[src/rtl/big_serial_pkg.sv]
`default_nettype none
// ============================================================================
// Module      : big_serial_pkg
// Description : Shared constants and FSM state type for the dual-lane fast
//               serial link (deserializer RTL and serializer bench model).
// Revision    : 1.0  initial release
// ============================================================================
package big_serial_pkg;

    localparam int LANE_W = 16;
    localparam int WORD_W = 32;

    localparam logic [WORD_W-1:0] DEFAULT_SYNC_WORD = 32'hBC5A_3C0F;

    typedef enum logic [1:0] {
        HUNT   = 2'd0,
        VERIFY = 2'd1,
        LOCKED = 2'd2
    } state_t;

endpackage
`default_nettype wire

[src/rtl/deser_lane.sv]
`default_nettype none
// ============================================================================
// Module      : deser_lane
// Description : One serial lane: MSB-first shift register, new bit enters
//               at the LSB on each enabled clock edge.
// Revision    : 1.0  initial release
// ============================================================================
module deser_lane #(
    parameter int W = 16
) (
    input  logic         clk,
    input  logic         rst_n,
    input  logic         i_en,
    input  logic         i_bit,
    output logic [W-1:0] o_sh
);

    logic [W-1:0] r_sh;

    // Shift left on every enabled edge; hold while the link is paused
    always_ff @(posedge clk or negedge rst_n) begin
        if (!rst_n) begin
            r_sh <= '0;
        end else if (i_en) begin
            r_sh <= {r_sh[W-2:0], i_bit};
        end
    end

    assign o_sh = r_sh;

endmodule
`default_nettype wire

[src/rtl/big_deserialize.sv]
`default_nettype none
// ============================================================================
// Module      : big_deserialize
// Description : Dual-lane serial receiver. Recovers 32-bit words framed by a
//               sync-word hunt/verify/lock FSM and strobes them out.
// Revision    : 1.0  initial release
// ============================================================================
module big_deserialize
    import big_serial_pkg::*;
#(
    parameter logic [WORD_W-1:0] SYNC_WORD  = DEFAULT_SYNC_WORD,
    parameter int                SYNC_COUNT = 2,
    parameter bit                DROP_SYNC  = 1'b1
) (
    input  logic              out_clk,
    input  logic              reset_n,
    input  logic              enable,
    input  logic              resync,
    input  logic              dataIn1,
    input  logic              dataIn2,
    output logic [WORD_W-1:0] dataOut,
    output logic              dataV,
    output logic              locked,
    output logic              sync_seen
);

    localparam logic [3:0] c_sync_cnt = 4'(SYNC_COUNT);
    localparam logic [3:0] c_cnt_last = 4'(LANE_W - 1);

    // Elaboration-time sanity checks on the framing parameters
    if (SYNC_WORD == '0) begin : g_bad_sync_word
        $error("big_deserialize: SYNC_WORD must be nonzero");
    end
    if (SYNC_COUNT < 1 || SYNC_COUNT > 15) begin : g_bad_sync_count
        $error("big_deserialize: SYNC_COUNT must be in 1..15");
    end

    logic [LANE_W-1:0] w_sh1;
    logic [LANE_W-1:0] w_sh2;
    logic [WORD_W-1:0] w_sh;
    logic              w_sync;

    state_t            r_state;
    state_t            w_state_nx;
    logic [3:0]        r_matches;
    logic [3:0]        w_matches_nx;
    logic [3:0]        r_bit_cnt;
    logic [3:0]        w_bit_cnt_nx;
    // A full word sits in the shift registers and awaits its decision edge
    logic              r_pend;
    logic              w_pend_nx;
    logic              w_dv_nx;
    logic              w_ss_nx;
    logic              w_load;

    logic [WORD_W-1:0] r_data;
    logic              r_dv;
    logic              r_locked;
    logic              r_ss;

    deser_lane #(.W(LANE_W)) u_lane1 (
        .clk   (out_clk),
        .rst_n (reset_n),
        .i_en  (enable),
        .i_bit (dataIn1),
        .o_sh  (w_sh1)
    );

    deser_lane #(.W(LANE_W)) u_lane2 (
        .clk   (out_clk),
        .rst_n (reset_n),
        .i_en  (enable),
        .i_bit (dataIn2),
        .o_sh  (w_sh2)
    );

    assign w_sh   = {w_sh1, w_sh2};
    assign w_sync = (w_sh == SYNC_WORD);

    // FSM state and framing counters
    always_ff @(posedge out_clk or negedge reset_n) begin
        if (!reset_n) begin
            r_state   <= HUNT;
            r_matches <= '0;
            r_bit_cnt <= '0;
            r_pend    <= 1'b0;
        end else begin
            r_state   <= w_state_nx;
            r_matches <= w_matches_nx;
            r_bit_cnt <= w_bit_cnt_nx;
            r_pend    <= w_pend_nx;
        end
    end

    // Next-state, framing and strobe decisions; the word completed at a
    // boundary edge is judged on the following edge from the registered sh
    always_comb begin
        w_state_nx   = r_state;
        w_matches_nx = r_matches;
        w_bit_cnt_nx = r_bit_cnt;
        w_pend_nx    = r_pend;
        w_dv_nx      = 1'b0;
        w_ss_nx      = 1'b0;
        w_load       = 1'b0;
        if (enable) begin
            w_bit_cnt_nx = r_bit_cnt + 4'd1;
            if (resync) begin
                w_state_nx   = HUNT;
                w_matches_nx = '0;
                w_pend_nx    = 1'b0;
            end else begin
                w_pend_nx = (r_bit_cnt == c_cnt_last) && (r_state != HUNT);
                case (r_state)
                    HUNT: begin
                        if (w_sync) begin
                            // This edge already carries bit 0 of the next word
                            w_matches_nx = 4'd1;
                            w_bit_cnt_nx = 4'd1;
                            w_pend_nx    = 1'b0;
                            w_state_nx   = (c_sync_cnt == 4'd1) ? LOCKED : VERIFY;
                        end
                    end
                    VERIFY: begin
                        if (r_pend) begin
                            if (w_sync) begin
                                w_matches_nx = r_matches + 4'd1;
                                if ((r_matches + 4'd1) >= c_sync_cnt) begin
                                    w_state_nx = LOCKED;
                                end
                            end else begin
                                w_matches_nx = '0;
                                w_state_nx   = HUNT;
                            end
                        end
                    end
                    LOCKED: begin
                        if (r_pend) begin
                            w_ss_nx = w_sync;
                            if (!(DROP_SYNC && w_sync)) begin
                                w_load  = 1'b1;
                                w_dv_nx = 1'b1;
                            end
                        end
                    end
                    default: begin
                        w_state_nx   = HUNT;
                        w_matches_nx = '0;
                    end
                endcase
            end
        end
    end

    // Output registers: strobes last one cycle, data held between strobes
    always_ff @(posedge out_clk or negedge reset_n) begin
        if (!reset_n) begin
            r_data   <= '0;
            r_dv     <= 1'b0;
            r_locked <= 1'b0;
            r_ss     <= 1'b0;
        end else begin
            r_dv     <= w_dv_nx;
            r_ss     <= w_ss_nx;
            r_locked <= (w_state_nx == LOCKED);
            if (w_load) begin
                r_data <= w_sh;
            end
        end
    end

    assign dataOut   = r_data;
    assign dataV     = r_dv;
    assign locked    = r_locked;
    assign sync_seen = r_ss;

endmodule
`default_nettype wire

[config.mk]
export PLATFORM = sky130hd
export DESIGN_NAME = big_deserialize
export DESIGN_NICKNAME = d
export VERILOG_FILES = /design/src/rtl/big_serial_pkg.sv /design/src/rtl/deser_lane.sv /design/src/rtl/big_deserialize.sv
export SDC_FILE = /design/constraint.sdc
export NUM_CORES = 1
export LEC_CHECK = 0
export CAP_MARGIN = 20
export CORE_MARGIN = 4
export CORE_UTILIZATION = 59
export DETAILED_ROUTE_END_ITERATION = 10
export PLACE_DENSITY = 0.84
export SKIP_CTS_REPAIR_TIMING = 1
export SLEW_MARGIN = 20
export SYNTH_ARGS = -nofsm -noshare
export SYNTH_HDL_FRONTEND = slang
export SYNTH_SLANG_ARGS = --single-unit
[constraint.sdc]
create_clock -name out_clk -period 4.3 [get_ports out_clk]
set_input_delay 0.43 -clock out_clk [delete_from_list [all_inputs] [get_ports out_clk]]
set_output_delay 0.43 -clock out_clk [all_outputs]
set_load 0.1 [all_outputs]
# Word level (Yosys, flattened, before mapping)
# Index checks and enable logic that the tools add are counted.
word_totals:
  reg_bits: 78
  input_bits: 6
  out_inout_bits: 35
  elab_cells: 52
classes:
  add_sub_neg: 2
  magnitude_cmp: 1
  n_eq_ne: 8
  mux: 27
  n_reduce_logical: 4
ops:
  columns: ["cell", "count"]
  rows:
  - ["32-bit equality test, second input constant", 1]
  - ["4-bit 2-to-1 mux", 7]
  - ["1-bit 2-to-1 mux", 12]
  - ["2-bit 2-to-1 mux", 6]
  - ["4-bit one-hot mux with 3 select lines", 1]
  - ["4-bit by 1-bit adder with 4-bit output, second input constant", 2]
  - ["3-bit != test, second input constant", 2]
  - ["2-bit one-hot mux with 3 select lines", 1]
  - ["2-bit equality test, second input constant", 2]
  - ["4-bit equality test, second input constant", 1]
  - ["4-bit by 2-bit greater-or-equal comparator with 1-bit output, second input constant", 1]
  - ["4-bit AND reduction", 1]
  - ["2-bit by 1-bit equality test with 1-bit output, second input constant", 1]
  - ["2-bit zero test", 1]
  - ["2-bit != test, second input constant", 1]
  - ["2-bit nonzero test", 1]
  - ["1-bit logical AND", 1]

# Depth between registers and ports, before layout
# Gate-level depths: netlist (run 1).
depth:
  depth_word: 9
  depth_mapped: 6
  mapped_depth_nobuf: 6

# Modules after synthesis
# A second synthesis (run 1) with hierarchy kept.
unflattened:
  cells_unflattened: 221
  hier_area_um2: 3355.7
by_module_without_submodules:
  columns: ["mod", "n_inst", "cells_each", "area_each_um2", "seq_area_each_um2"]
  rows:
  - ["big_deserialize", 1, 153, 2057.0, 1151.1]
  - ["deser_lane", 2, 34, 649.4, 400.4]

# Worst setup path before layout (run 1)
# No wires, ideal clock.
synth_path:
  path_type: "register to register"
  startpoint: "register u_lane2.r_sh[5], in the netlist u_lane2.o_sh[5]"
  endpoint: "register r_locked, in the netlist locked"
  setup_time_ns: 0.094
  t_arrival_ns: 1.669
  required_ns: 4.206
  slack_ns: 2.537
  path_stages_with_launch: 6
  path_buffers: 1
  synth_period_minus_slack_ns: 1.763
  path_cell_list: "dfrtp_1 -> nor4b_2 -> nand4_1 -> buf_6 -> or4b_4 -> a221oi_2"
synth_between:
  elab_chain_cells: 7
  word_cells_on_any_way: 8
  cone_classes: "eq/ne: 2; mux: 6"
synth_lines:
  columns: ["item", "line", "rtl"]
  rows:
  - ["start, declared", "deser_lane.sv:18", "logic [W-1:0] r_sh;"]
  - ["start signal, assigned", "deser_lane.sv:25", "r_sh <= {r_sh[W-2:0], i_bit};"]
  - ["32-bit equality test *", "big_deserialize.sv:78", "assign w_sync = (w_sh == SYNC_WORD);"]
  - ["2-bit 2-to-1 mux", "big_deserialize.sv:125", "if (w_sync) begin"]
  - ["2-bit 2-to-1 mux", "big_deserialize.sv:124", "if (r_pend) begin"]
  - ["2-bit one-hot mux with 3 select lines *", "big_deserialize.sv:113", "case (r_state)"]
  - ["2-bit 2-to-1 mux *", "big_deserialize.sv:107", "if (resync) begin"]
  - ["2-bit 2-to-1 mux *", "big_deserialize.sv:105", "if (enable) begin"]
  - ["2-bit equality test *", "big_deserialize.sv:164", "r_locked <= (w_state_nx == LOCKED);"]
  - ["end signal, assigned", "big_deserialize.sv:164", null]
  - ["end, declared", "big_deserialize.sv:58", "logic r_locked;"]
# Every way passes the cells marked *; elsewhere a longest branch is shown, timed or not.
# A chain may end at the register's enable or synchronous reset.

# Final worst setup path (run 1)
layout_path:
  startpoint: "register u_lane2.r_sh[9], in the netlist u_lane2.o_sh[9]"
  endpoint: "register r_data[29], in the netlist dataOut[29]"
layout_between:
  elab_chain_cells: 6
layout_lines:
  columns: ["item", "line", "rtl"]
  rows:
  - ["32-bit equality test", "big_deserialize.sv:78", null]
  - ["1-bit 2-to-1 mux", "big_deserialize.sv:139", "if (!(DROP_SYNC && w_sync)) begin"]
  - ["1-bit 2-to-1 mux", "big_deserialize.sv:137", "if (r_pend) begin"]
  - ["1-bit 2-to-1 mux", "big_deserialize.sv:113", null]
  - ["1-bit 2-to-1 mux", "big_deserialize.sv:107", null]
  - ["1-bit 2-to-1 mux", "big_deserialize.sv:105", null]
  - ["end signal, assigned", "big_deserialize.sv:166", "r_data <= w_sh;"]
  - ["end, declared", "big_deserialize.sv:56", "logic [WORD_W-1:0] r_data;"]
# No other way between the ends.

==> impl_metrics.tcl, run 1 <==
set metrics [dict create \
    ir_drop_uv 312 \
    skew_ns 0.00616 \
    insertion_delay_ns 0.34 \
    cp_max_fo 25 \
    end_kind "register" \
    wire_per_inst_um 16.1 \
    critical-path-top-delay-family "simple AND/OR/NAND/NOR gates" \
    maxSlewViolCount 0 \
    post_synth.cell_area_avg_um2 14.5 \
    cts-buffers-inserted 9 \
    rsz0062_at_grt "false" \
    core_um2 5270 \
    path_class "reg -> reg" \
    post-route-util 0.751 \
    cap_viol_max_count 0 \
    async_flop_share 1.00 \
    max-slew-margin-rel 0.348 \
    power_density_nw_per_um2 467 \
    clk_pin_slew_ns 0.08 \
    groute.usage.overall 0.186 \
    ys_warn_count 0 \
    yosys.area.top_type "dfrtp_1" \
    ff2ff_setup_slack_ns 1.67 \
    max_freq_mhz 380 \
    crit_path_top_delay_cell "o21bai_2" \
    cts_tree "yes" \
    fp-row-count 26 \
    ff2ff_path_depth 5 \
    reg2reg_to "dataOut[29]" \
    area_delta_synth_final_pct 20.3 \
    setup_viol 0 \
    period_needed_ns 2.63 \
    dp_hpwl_mm 3.45 \
    start_util 0.624 \
    antenna_found_initial 0 \
    synth-compound-area-share 0.0567 \
    die_x_um 82.7 \
    overflow 0 \
    muxShareOfSynthArea 0.226 \
    ant_nets 0 \
    viasPerCell 5.72 \
    hp-class "in -> async" \
    timing.final.crit_share 0.611 \
    critPathBufInv 1 \
    htreeDepth 3 \
    crit_path_start_kind "register" \
    grt_pass1_vias 1988 \
    die_area_um2 6830 \
    synthAdderAreaFrac 0.0114 \
    required_ns 4.52 \
    routed_wl_mm 5.54 \
    io_pins 41 \
    p_leak_nw 1.82 \
    yosysSeqAreaShare 0.593 \
    final_nets 277 \
    cp_num_cells 5 \
    synth_xor_xnor_area_share 0.00533 \
    cts.sinks 78 \
    synth_top_cell_area_share 0.593 \
    route.vias.total 1961 \
    synth_seq_cells 78 \
    status "completed" \
    layout-drive-gt1-share 0.341 \
    drc 0 \
    grt_pass1_wl_mm 9.59 \
    synth_cell_types 40 \
    cts_buffer_depth 2 \
    synth_nets 236 \
    drtIter0Drc 119 \
    syn_area_um2 3290 \
    worstSetupStartpoint "u_lane2.o_sh[9]" \
    synth_edf_count 0 \
    synth_ff_type "dfrtp_1" \
    worst_slew_pin_slew_ns 0.976 \
    setup_tns_ns 0 \
    final_hold_viol_count 0 \
    gp_congestion 0.831 \
    dr.pass1.iters 4 \
    synthTopCellsByArea "dfrtp_1 59%, mux2_2 22%, and4b_1 1.2%" \
    die_h_um 82.7 \
    r2r-start "u_lane2.o_sh[9]" \
    grt_max_degree 79 \
    antennaDiodeCount 0 \
    crit_chain "nor4b_2 -> nand4_1 -> o21bai_2 -> buf_4 -> mux2_2" \
    synth_top_family_by_area "multiplexers" \
    cp_data_arrival_time_ns 2.85 \
    critPathCapture "dataOut[29]" \
    fillers 364 \
    io_buffers 40 \
    slowest_delay_ns 0.58 \
    netlist_instances 227 \
    synthSimpleGateAreaFrac 0.0810 \
    root_buffer "clkbuf_8" \
]
-- routing by layer --
| metal | share of wire | global-route usage | vias up |
|---|---|---|---|
| met5 | 0 | 0 | - |
| met4 | 0.0085 | 0.0588 | 0 |
| met3 | 0.047 | 0.0597 | 5 |
| met2 | 0.45 | 0.280 | 46 |
| met1 | 0.49 | 0.258 | 991 |
| li1 | - | - | 919 |
-- cell families after synthesis --
kind of cell / Yosys count
adder cells (fa/ha/maj): 3
multiplexers: 66
AND/OR/NAND/NOR: 36
flip-flops: 78
XOR/XNOR: 2
AO/OA/AOI/OAI: 24
buffers and inverters: 18
-- placed cells by master, fill, tap and decap left out, types with 4 or more instances in the layout --
| master | instances |
|---|---|
| nand2_1 | 5 |
| clkbuf_8 | 9 |
| nor4_1 | 4 |
| and4b_1 | 4 |
| mux2_2 | 65 |
| dfrtp_1 | 78 |
| o21ai_0 | 5 |
| inv_1 | 6 |
| nor2_1 | 6 |
| clkdlybuf4s50_1 | 38 |
| a31oi_1 | 4 |
-- power breakdown --
part / switching, mW / internal, mW / total (mW)
Clock: 0.259 / 0.386 / 0.645
Sequential: 0.127 / 0.865 / 0.992
Combinational: 0.0780 / 0.135 / 0.213
Total: 0.463 / 1.39 / 1.85
-- metrics by stage --
| step | hold slack, ns | instance area (um2) | instances | setup WS, ns | power [mW] |
|---|---|---|---|---|---|
| after floorplan | 0.134 | 3290 | 227 | 2.54 | 1.13 |
| after global placement | 0.489 | 3720 | 327 | 1.75 | 1.20 |
| after detailed placement | 0.493 | 3720 | 327 | 1.72 | 1.22 |
| after CTS | 0.261 | 3960 | 343 | 1.68 | 1.87 |
| after global routing | 0.293 | 3960 | 343 | 1.46 | 1.95 |
| final | 0.225 | 3960 | 343 | 1.67 | 1.85 |
-- Yosys cell counts, types with 2 or more instances --
cell type	count
xor2_1	2
nor4b_2	2
o21ai_0	5
o21a_1	2
buf_1	4
nand4b_1	2
a31oi_1	4
mux2_2	65
and4bb_2	3
a221o_1	2
and4b_1	4
nor4_1	4
nand4_1	2
buf_2	4
nor2_1	6
nor3_1	2
clkbuf_1	2
nand2_1	5
ha_1	3
inv_1	6
buf_6	2
dfrtp_1	78
-- cell type report --
type                            instances  area [um2]  share of cell area
Multi-Input combinational cell        131        1250               0.316
Timing Repair Buffer                   42         408               0.103
Clock inverter                          6         109              0.0275
Clock buffer                           10         128              0.0323
Tap cell                               70        87.6              0.0221
Sequential cell                        78        1950               0.493
Inverter                                6        22.5             0.00569
-- how the worst min path moves through the flow --
stage	start	slack, ns	end	cells past startpoint
CTS	reset_n	0.26	u_lane1.o_sh[1]	1
global placement	dataOut[21]	0.49	dataOut[21]	1
floorplan	reset_n	0.13	dataOut[0]	0
detailed placement	dataOut[27]	0.49	dataOut[27]	1
global route	reset_n	0.29	dataOut[19]	1
finish	reset_n	0.23	dataOut[20]	1
-- registers in the layout, summed over array words and instances (netlist names) --
register / count
u_lane2.o_sh: 16
dataOut: 32
r_bit_cnt: 4
r_pend: 1
dataV: 1
locked: 1
sync_seen: 1
r_state: 2
u_lane1.o_sh: 16
r_matches: 4
Power figures use the tool's default switching activity.
==> inputs of run 2 (changes only) <==
- CORE_UTILIZATION: 59 -> 49
- PLACE_DENSITY: 0.84 -> 0.75
- clock period: 4.3 -> 2.15 ns (I/O delays scaled with it)
==> impl_metrics.tcl, run 2 (same netlist as run 1, synthesis figures left out) <==
set metrics [dict create \
    crit_chain "nor4b_2 -> nand4_1 -> o21bai_2 -> buf_12 -> mux2_2" \
    max_freq_mhz 515 \
    crit_path_start_kind "register" \
    htreeDepth 3 \
    die_area_um2 8090 \
    final_hold_viol_count 0 \
    overflow 0 \
    ant_nets 0 \
    gp_congestion 0.827 \
    grt_max_degree 41 \
    dr.pass1.iters 4 \
    swShare 0.254 \
    start_util 0.512 \
    crit_path_top_delay_cell "dfrtp_1" \
    use_met3 0.0317 \
    comb_power_share 0.120 \
    worst_slew_pin_slew_ns 0.491 \
    grt_util_met2 0.244 \
    grt_pass1_wl_mm 10.2 \
    skew_ns 0.00635 \
    cts_buffer_depth 2 \
    cap_viol_max_count 0 \
    clk_pin_slew_ns 0.07 \
    p_clk_frac 0.328 \
    cts.sinks 78 \
    max-slew-margin-rel 0.673 \
    end_kind "register" \
    wire_per_inst_um 16.2 \
    route.vias.total 1971 \
    critPathBufInv 1 \
    drtIter0Drc 80 \
    power_density_nw_per_um2 911 \
    cts-buffers-inserted 9 \
    layout-drive-gt1-share 0.479 \
    p_int_mw 2.69 \
    dp_hpwl_mm 4.04 \
    mostFrequentLayoutCell "dfrtp_1" \
    largest_register_ff_count 32 \
    p_leak_nw 1.94 \
    fillers 504 \
    maxSlewViolCount 0 \
    top_usage_layer "met2" \
    slowest_delay_ns 0.41 \
    die_x_um 89.9 \
    p_seq_frac 0.552 \
    viasPerCell 5.49 \
    cts_tree "yes" \
    dp.cells 343 \
    timing.final.crit_share 0.902 \
    rsz0062_at_grt "false" \
    mostFrequentLayoutCells "78 x dfrtp_1, 65 x mux2_2, 45 x buf_4, 10 x clkbuf_8" \
    p_switching_mw 0.914 \
    hp-class "in -> reg" \
    cp_data_arrival_time_ns 2.16 \
    setup_tns_ns 0 \
    setup_viol 0 \
    grt_util_met1 0.216 \
    fp-row-count 29 \
    core_um2 6420 \
    post-route-util 0.616 \
    antenna_found_initial 0 \
    io_buffers 40 \
    grt_pass1_vias 2091 \
    die_h_um 89.9 \
    status "completed" \
    period_needed_ns 1.94 \
    io_pins 41 \
    ir_drop_uv 563 \
    cp_max_fo 25 \
    drc 0 \
    groute.usage.overall 0.157 \
    final_nets 287 \
    hold_ws_ns 0.360 \
    routed_wl_mm 5.81 \
    layout.cells.non_filler 359 \
    root_buffer "clkbuf_8" \
    antennaDiodeCount 0 \
    path_class "reg -> reg" \
    required_ns 2.37 \
    insertion_delay_ns 0.33 \
    critical-path-top-delay-family "simple AND/OR/NAND/NOR gates" \
    area_delta_synth_final_pct 20.3 \
]
[run 2: changes by cell type in the layout (fill, tap and decap cells not counted), moves of 2 or more]
cell and delta:
clkdlybuf4s50_1 -35, buf_12 +2, buf_4 +42, clkinv_2 -2
[run 2: per-stage QoR]
step                cell area [um2]  total power, mW  setup slack, ns
finish                         3960             3.60            0.210
global route                   3960             3.81           0.0521
CTS                            3950             3.65            0.187
detailed placement             3730             2.46            0.230
global placement               3730             2.42            0.241
floorplan                      3290             2.27            0.387
[run 2: power groups by stage]
stage	clock network, mW	registers (mW)	logic [mW]
after detailed placement	0	2.02	0.435
after CTS	1.21	1.99	0.440
after floorplan	0	1.93	0.342
final	1.18	1.99	0.432
after global routing	1.29	2.04	0.486
after global placement	0	2.00	0.417
[run 2: worst register-to-register path, delay by kind of cell (launching register included)]
family                 cells  cell delay [ns]
AOI/OAI and AO/OA          1             0.27
buffers and inverters      1             0.21
DFF                        1             0.41
muxes                      1             0.36
and+or+nand+nor            2             0.58
[run 2: final timing paths]
check	slack (ns)	depth (start not counted)	start	endpoint
max in group asynchronous	1.20	3	reset_n	r_state[0]
worst min-delay path	0.36	4	enable	locked
worst max register to register	0.21	5	u_lane2.o_sh[9]	dataOut[5]
min in group asynchronous	0.38	2	reset_n	dataV
worst min register to register	0.51	1	dataOut[18]	dataOut[18]
worst max-delay path	0.21	5	u_lane2.o_sh[9]	dataOut[5]
[run 2: layout make-up]
class,instances,area (um2),share of cell area
tap,77,96.3,0.0243
timing repair buffer,52,423,0.107
sequential,78,1950,0.493
inverter,6,22.5,0.00569
clock inverter,3,68.8,0.0174
clock buffer,12,145,0.0367
multi-input combinational,131,1250,0.316
[run 2: per-layer routing]
layer / wire length, um / share of wire
met1: 2810 / 0.48
met2: 2770 / 0.48
met3: 142 / 0.024
met4: 97 / 0.017
met5: 0 / 0
==> inputs of run 3 (changes only) <==
- CORE_UTILIZATION: 49 -> 59
- PLACE_DENSITY: 0.75 -> 0.84
- clock period: 2.15 -> 2.3 ns (I/O delays scaled with it)
==> impl_metrics.tcl, run 3 (same netlist as run 1, synthesis figures left out) <==
set metrics [dict create \
    fp-row-count 26 \
    die_area_um2 6830 \
    final_hold_viol_count 0 \
    end_kind "register" \
    layout.cells.non_filler 345 \
    rsz0062_at_grt "false" \
    core_um2 5270 \
    max-slew-margin-rel 0.570 \
    period_needed_ns 2.05 \
    post-place-ws_ns 0.294 \
    path_class "reg -> reg" \
    hold_ws_ns 0.374 \
    mostFrequentLayoutCells "78 x dfrtp_1, 65 x mux2_2, 39 x buf_4, 10 x clkbuf_8" \
    setup_tns_ns 0 \
    grt_pass1_vias 2057 \
    cts-buffers-inserted 9 \
    setup_ws_ns 0.249 \
    start_util 0.624 \
    crit_path_start_kind "register" \
    final_nets 281 \
    die_h_um 82.7 \
    htreeDepth 3 \
    viasPerCell 5.76 \
    multi_input_area_um2 1250 \
    cap_viol_max_count 0 \
    mostFrequentLayoutCell "dfrtp_1" \
    grt_max_degree 51 \
    cp_max_fo 33 \
    status "completed" \
    maxSlewViolCount 0 \
    setup_viol 0 \
    fillers 380 \
    die_x_um 82.7 \
    area_delta_synth_final_pct 16.9 \
    cts.sinks 78 \
    required_ns 2.51 \
    io_pins 41 \
    worst_slew_pin_slew_ns 0.644 \
    drc 0 \
    dr.pass1.iters 4 \
    route.vias.total 1988 \
    cts_buffer_depth 2 \
    wire_per_inst_um 17.0 \
    cp_data_arrival_time_ns 2.26 \
    gp_congestion 0.839 \
    clk_pin_slew_ns 0.08 \
    seq_area_um2 1950 \
    cts_tree "yes" \
    overflow 0 \
    drtIter0Drc 109 \
    p_leak_nw 1.88 \
    antennaDiodeCount 0 \
    dp_hpwl_mm 3.88 \
    power_density_nw_per_um2 813 \
    ant_nets 0 \
    insertion_delay_ns 0.33 \
    routed_wl_mm 5.87 \
    layout-drive-gt1-share 0.465 \
    hp-class "in -> reg" \
    timing.final.crit_share 0.892 \
    largest_register_ff_count 32 \
    io_buffers 40 \
    root_buffer "clkbuf_8" \
    antenna_found_initial 0 \
    ir_drop_uv 586 \
    max_freq_mhz 488 \
    groute.usage.overall 0.199 \
    grt_pass1_wl_mm 10.0 \
    skew_ns 0.0114 \
    dp.cells 330 \
]
[run 3: cell count changes in the layout (fill, tap and decap cells not counted)]
cell / before / now
clkinv_2: 0 / 2
clkinv_4: 1 / 0
buf_4: 45 / 39
bufinv_16: 2 / 0
[run 3: cell type report]
class,count,share of cell area
repair buffers,46,0.0983
clock buffers,12,0.0377
clock inverters,2,0.00260
flip-flops and latches,78,0.508
inverters,6,0.00586
multi-input cells,131,0.325
well taps,70,0.0228
[run 3: power by group]
part           total, mW  internal (mW)  switching [mW]  leakage (nW)
combinational      0.407          0.257           0.150         0.785
clock              0.852          0.407           0.445        0.0821
sequential          1.87           1.62           0.248          1.02
total               3.12           2.28           0.843          1.88
[run 3: per-layer routing]
metal | wire (um) | track usage | vias to the layer above
met5 | 0 | 0 | -
met4 | 23 | 0.0588 | 0
met3 | 220 | 0.0499 | 4
met2 | 2870 | 0.321 | 40
met1 | 2750 | 0.268 | 1018
li1 | - | - | 926
[run 3: stage by stage]
step                      power [mW]   util  area, um2
after floorplan                 2.12      -       3290
after global routing            3.30  0.730       3840
after detailed placement        2.30  0.698       3680
after global placement          2.25  0.698       3680
after CTS                       3.15  0.728       3830
final                           3.12  0.730       3840
[run 3: final timing paths]
path                            startpoint  cells after the start            to  slack (ns)
max                        u_lane1.o_sh[7]                      5   dataOut[17]        0.25
min                                 enable                      3  r_bit_cnt[2]        0.37
max reg2reg                u_lane1.o_sh[7]                      5   dataOut[17]        0.25
min reg2reg                    dataOut[13]                      1   dataOut[13]        0.51
max in group asynchronous          reset_n                      3    dataOut[6]        1.24
min in group asynchronous          reset_n                      2   dataOut[21]        0.46
[run 3: critical path: stages (launching register included)]
cell and delay (ns):
dfrtp_1 0.42, and4bb_2 0.32, nand4_2 0.29, o21bai_2 0.28, buf_12 0.23, mux2_2 0.36
